File: config.mk
export PLATFORM = sky130hd
export DESIGN_NAME = rst_seq_sync
export DESIGN_NICKNAME = d
export VERILOG_FILES = /design/src/rtl/rst_seq_sync.sv
export SDC_FILE = /design/constraint.sdc
export NUM_CORES = 1
export LEC_CHECK = 0
export BUFFER_PORTS_ARGS = -buffer_cell sky130_fd_sc_hd__buf_2
export CAP_MARGIN = 20
export CORE_UTILIZATION = 52
export CTS_CLUSTER_SIZE = 8
export DETAILED_ROUTE_END_ITERATION = 8
export PLACE_DENSITY = 0.72
export SLEW_MARGIN = 20
export SYNTH_ARGS = -nofsm -noshare
export SYNTH_HDL_FRONTEND = slang
export SYNTH_SLANG_ARGS = --single-unit
File: constraint.sdc
create_clock -name clk -period 4.45 [get_ports clk]
set_input_delay 0.6675 -clock clk [delete_from_list [all_inputs] [get_ports clk]]
set_output_delay 0.6675 -clock clk [all_outputs]
set_load 0.03 [all_outputs]
File: src/rtl/rst_seq_sync.sv
// rst_seq_sync: merges async + software reset requests, releases domains in order.
// Optional macro RST_SEQ_CAUSE_EN adds sticky reset-cause capture (cause_clr/rst_cause).
module rst_seq_sync #(
    parameter int NUM_STAGES    = 3,
    parameter int NUM_SRC       = 2,
    parameter int NUM_DOMAINS   = 4,
    parameter int FILTER_CYCLES = 4,
    parameter int GAP_CYCLES    = 8
) (
    input  logic                   clk,
    input  logic                   RST,
    input  logic [NUM_SRC-1:0]     rst_req_n,
    input  logic                   sw_rst_req,
`ifdef RST_SEQ_CAUSE_EN
    input  logic                   cause_clr,
    output logic [NUM_SRC:0]       rst_cause,
`endif
    output logic [NUM_DOMAINS-1:0] Sync_RST_n,
    output logic                   seq_done,
    output logic [1:0]             seq_state
);

    localparam int FW = $clog2(FILTER_CYCLES + 1);
    localparam int GW = $clog2(GAP_CYCLES + 1);
    localparam int IW = (NUM_DOMAINS > 1) ? $clog2(NUM_DOMAINS) : 1;

    localparam logic [FW-1:0] FILT_LAST = FW'(FILTER_CYCLES - 1);
    localparam logic [GW-1:0] GAP_LAST  = GW'(GAP_CYCLES - 1);
    localparam logic [IW-1:0] IDX_LAST  =
        IW'((NUM_DOMAINS > 1) ? NUM_DOMAINS - 2 : 0);

    localparam logic [1:0] S_HOLD    = 2'd0;
    localparam logic [1:0] S_RELEASE = 2'd1;
    localparam logic [1:0] S_DONE    = 2'd2;

    logic [NUM_STAGES-1:0][NUM_SRC-1:0] sync_q;
    logic [NUM_SRC-1:0]                 req_s;
    logic                               req_c;

    logic [1:0]             state_q, state_d;
    logic [FW-1:0]          filt_q, filt_d;
    logic [GW-1:0]          gap_q, gap_d;
    logic [IW-1:0]          idx_q, idx_d;
    logic [NUM_DOMAINS-1:0] rst_n_q, rst_n_d;
    logic                   done_q, done_d;

    // Stage 0 takes the raw input; the last stage is the synchronised request.
    always_ff @(posedge clk) begin
        if (RST) begin
            sync_q <= '0;
        end else begin
            sync_q <= {sync_q[NUM_STAGES-2:0], rst_req_n};
        end
    end

    assign req_s = sync_q[NUM_STAGES-1];
    assign req_c = (~&req_s) | sw_rst_req;

    always_comb begin
        state_d = state_q;
        filt_d  = filt_q;
        gap_d   = gap_q;
        idx_d   = idx_q;
        rst_n_d = rst_n_q;
        done_d  = done_q;
        if (req_c) begin
            // A new request always pulls every domain back into reset at once.
            state_d = S_HOLD;
            filt_d  = '0;
            gap_d   = '0;
            idx_d   = '0;
            rst_n_d = '0;
            done_d  = 1'b0;
        end else begin
            unique case (state_q)
                S_HOLD: begin
                    rst_n_d = '0;
                    done_d  = 1'b0;
                    if (filt_q == FILT_LAST) begin
                        filt_d     = '0;
                        gap_d      = '0;
                        idx_d      = '0;
                        rst_n_d[0] = 1'b1;
                        if (NUM_DOMAINS == 1) begin
                            state_d = S_DONE;
                            done_d  = 1'b1;
                        end else begin
                            state_d = S_RELEASE;
                        end
                    end else begin
                        filt_d = filt_q + 1'b1;
                    end
                end
                S_RELEASE: begin
                    if (gap_q == GAP_LAST) begin
                        gap_d = '0;
                        idx_d = idx_q + 1'b1;
                        for (int k = 1; k < NUM_DOMAINS; k++) begin
                            if (idx_q == IW'(k - 1)) begin
                                rst_n_d[k] = 1'b1;
                            end
                        end
                        if (idx_q == IDX_LAST) begin
                            state_d = S_DONE;
                            done_d  = 1'b1;
                        end
                    end else begin
                        gap_d = gap_q + 1'b1;
                    end
                end
                S_DONE: begin
                    done_d = 1'b1;
                end
                default: begin
                    state_d = S_HOLD;
                    rst_n_d = '0;
                    done_d  = 1'b0;
                end
            endcase
        end
    end

    always_ff @(posedge clk) begin
        if (RST) begin
            state_q <= S_HOLD;
            filt_q  <= '0;
            gap_q   <= '0;
            idx_q   <= '0;
            rst_n_q <= '0;
            done_q  <= 1'b0;
        end else begin
            state_q <= state_d;
            filt_q  <= filt_d;
            gap_q   <= gap_d;
            idx_q   <= idx_d;
            rst_n_q <= rst_n_d;
            done_q  <= done_d;
        end
    end

    assign Sync_RST_n = rst_n_q;
    assign seq_done   = done_q;
    assign seq_state  = state_q;

`ifdef RST_SEQ_CAUSE_EN
    logic [NUM_SRC:0] cause_q, cause_d, cause_set;

    // New causes win over a same-edge clear so no request is lost.
    always_comb begin
        cause_set = {sw_rst_req, ~req_s};
        cause_d   = (cause_clr ? '0 : cause_q) | cause_set;
    end

    always_ff @(posedge clk) begin
        if (RST) begin
            cause_q <= '0;
        end else begin
            cause_q <= cause_d;
        end
    end

    assign rst_cause = cause_q;
`endif

endmodule

==> flow_metrics.py <==
metrics = {
    "min_path": {
        "worstHoldStart": "sync_q[1]$_SDFF_PP0_",
        "hp-class": "flop to flop",
    },
    "floorplanning": {
        "coreArea_mm2": 0.00180,
        "fp.dieW_um": 46.9,
        "initial_core_util": 0.582,
        "die-area_mm2": 0.00220,
        "die_h_um": 46.9,
        "ios": 12,
        "row_count": 15,
    },
    "layout": {
        "fin_nets": 138,
        "insertedDiodeCount": 0,
        "area_growth_pct": 11.7,
        "drive_above_1_share": 0.197,
    },
    "sta": {
        "slew_violations": 0,
        "period_minus_slack_ns": 1.72,
        "max_clock_freq_mhz": 583,
        "relSlewSlack": 0.686,
        "tightest_slew_ns": 0.470,
        "skew_ns": 0.0109,
        "setup_ws_ns": 2.73,
        "final_hold_viol_count": 0,
        "rsz0062_at_grt": "false",
        "setup_violations": 0,
        "setup-tns-final_ns": 0,
        "min_period_over_period": 0.386,
    },
    "global_route": {
        "first_global_vias": 625,
        "track_usage": 0.170,
        "grt_overflow_total": 0,
        "antenna_found_initial": 0,
        "grt_max_degree": 15,
        "grt_pass1_wl_um": 2660,
    },
    "placed_design": {
        "dp_hpwl_um": 1260,
        "gp_congestion": 0.775,
        "pre_cts_ws_ns": 2.75,
        "io_buffers": 11,
    },
    "detailed_routing": {
        "drc_errors": 0,
        "postRouteAntennaNets": 0,
        "routed_wl_um": 1710,
        "drtIter0Drc": 10,
        "vias": 787,
        "viasPerCell": 5.35,
        "first_pass_iters": 4,
        "wire_per_inst_um": 11.6,
    },
    "worst_setup_path": {
        "end_kind": "flop",
        "crit_path_max_incr_delay_ns": 0.48,
        "cp.required_ns": 4.68,
        "worst-path-stages": 5,
        "crit_path_cell_trace": "inv_1 > ha_1 > nand2_1 > or3_1 > a21oi_1",
        "critical-path-top-delay-family": "simple AND/OR/NAND/NOR gates",
        "crit_arrival_ns": 1.95,
        "r2r_end": "gap_q[0]$_SDFFE_PP0P_",
        "worstRegToRegCells": 5,
        "rr_startpoint": "seq_state[1]$_SDFFE_PP0P_",
        "critPathBufInv": 1,
        "critPathLaunch": "seq_state[1]$_SDFFE_PP0P_",
        "critPathKind": "flop to flop",
        "cp_slowest_cell": "ha_1",
        "regToRegSetupSlack_ns": 2.73,
        "worst_setup_path_start_kind": "flop",
        "crit_end": "gap_q[0]$_SDFFE_PP0P_",
        "cp_max_fo": 14,
    },
    "job": {
        "cap_violations": 0,
    },
    "clock_network": {
        "clockBufferDepth": 2,
        "cts-resized-gates": 0,
        "hold_buffers": 0,
        "cts_tree": "yes",
        "htree_levels": 1,
        "clk_pin_slew_worst_paths_ns": 0.13,
        "cts-root-buf": "clkbuf_4",
        "post_cts_buffers": 0,
        "cts_sinks": 22,
        "clock_latency_ns": 0.31,
        "cts_buffers": 3,
    },
    "outcome": {
        "status": "finished clean",
    },
    "yosys": {
        "synthCells": 110,
        "ys_types": 35,
        "synth_top_family_by_area": "simple AND/OR/NAND/NOR gates",
        "yosysSeqAreaShare": 0.420,
        "synthAdderAreaFrac": 0.119,
        "synth_mux_area_frac": 0.0107,
        "syn_nets": 125,
        "synth_compound_area_frac": 0.165,
        "synthXorXnorAreaFrac": 0,
        "syn-cell-area_mm2": 0.00105,
        "avgSynthCellArea_um2": 9.53,
        "yosys.area_share.simple": 0.255,
        "yosysWarnings": 0,
        "ys_ff_latch": 22,
    },
    "power": {
        "p_leak_uw": 0.000475,
        "finalPower_uw": 355,
        "irDropWorstVdd_mv": 0.192,
        "power_density_mw_per_mm2": 303,
    },
}
worst min path at each step:
stage | endpoint | slack (ns) | cells past startpoint
after global routing | req_s[0]$_SDFF_PP0_ | 0.48 | 1
after CTS | sync_q[2]$_SDFF_PP0_ | 0.46 | 1
after detailed placement | sync_q[2]$_SDFF_PP0_ | 0.43 | 1
after global placement | req_s[0]$_SDFF_PP0_ | 0.42 | 1
final | sync_q[3]$_SDFF_PP0_ | 0.45 | 1
after floorplan | req_s[0]$_SDFF_PP0_ | 0.41 | 1
cell usage after synthesis:
cell        n  area, µm²
or3_1       1       6.26
nor2b_4     1       13.8
ha_1       10        125
a211oi_1    1       7.51
or2_4       1       8.76
a22o_1      1       8.76
nand4_1     2       12.5
a21o_1      1       7.51
nand2b_1    4       25.0
a21oi_1    11       55.1
and2_4      1       8.76
mux2_2      1       11.3
o31ai_1     2       15.0
a22oi_2     1       12.5
nor3b_1     1       7.51
o31ai_2     1       12.5
o311a_1     1       10.0
and3_1      2       12.5
clkbuf_1    1       3.75
buf_2       1       5.00
nor3_1      1       5.00
nand3_1     7       35.0
nand2b_4    1       13.8
nand3b_1    2       15.0
inv_1       4       15.0
nor2_1      9       33.8
o21ai_0     3       15.0
buf_4       1       7.51
o2111ai_1   1       8.76
dfxtp_1    22        440
a32oi_1     1       8.76
nand2_1     4       15.0
o221a_2     1       11.3
nand3b_2    1       11.3
nor2b_1     7       43.8
per-stage QoR:
stage	instances	cell area [µm²]	util	hold WS [ns]
finish	147	1170	0.650	0.448
global placement	143	1120	0.621	0.420
floorplan	110	1050	-	0.414
detailed placement	143	1120	0.621	0.426
global route	147	1170	0.650	0.475
CTS	147	1170	0.650	0.461
worst register-to-register path, stage by stage, from the launching register on:
cell and delay, ns:
dfxtp_1 0.35, inv_1 0.14, ha_1 0.48, nand2_1 0.16, or3_1 0.38, a21oi_1 0.14
power by group:
group | total, µW | switching [µW] | internal, µW | leakage [µW]
combinational | 4.17 | 1.69 | 2.48 | 0.000269
clock | 152 | 60.6 | 91.1 | 0.0000279
sequential | 200 | 0.542 | 199 | 0.000178
total | 355 | 62.8 | 293 | 0.000475
sequential cells by signal (all words and copies together), names as in the netlist:
name / flops
Sync_RST_n: 4
filt_q: 3
gap_q: 4
idx_q: 2
req_s: 2
seq_done: 1
seq_state: 2
sync_q: 4
final cells by class:
cell class                 count  area (µm²)
multi-input combinational     81         577
clock inverter                 1        30.0
inverter                       4        15.0
timing repair buffer          11        55.1
fill                         166         631
clock buffer                   3        22.5
sequential                    22         440
tap                           25        31.3
cell usage in the layout (no fill, tap or decap), types with 2 or more instances in the layout:
| cell type | instances |
|---|---|
| ha_1 | 10 |
| nand2_1 | 4 |
| nand3_1 | 7 |
| buf_2 | 11 |
| nor2b_1 | 7 |
| and3_1 | 2 |
| nand2b_1 | 4 |
| nor2_1 | 9 |
| o21ai_0 | 3 |
| a21oi_1 | 11 |
| nand4_1 | 2 |
| dfxtp_1 | 22 |
| clkbuf_4 | 3 |
| o31ai_1 | 2 |
| inv_1 | 4 |
| nand3b_1 | 2 |
cell families (layout without fill, tap and decap cells):
group           after synthesis  after routing
simple gates                 45             45
compound gates               25             25
buf+inv                       7             19
fa+ha+maj                    10             10
flops                        22             22
mux                           1              1
routing by layer:
| metal | part of all wire | vias up | global-route usage |
|---|---|---|---|
| met5 | 0 | - | 0 |
| met4 | 0.018 | 0 | 0.0686 |
| met3 | 0.024 | 4 | 0.0346 |
| met2 | 0.42 | 15 | 0.261 |
| met1 | 0.54 | 350 | 0.233 |
| li1 | - | 418 | - |
Power figures use the tool's default switching activity.
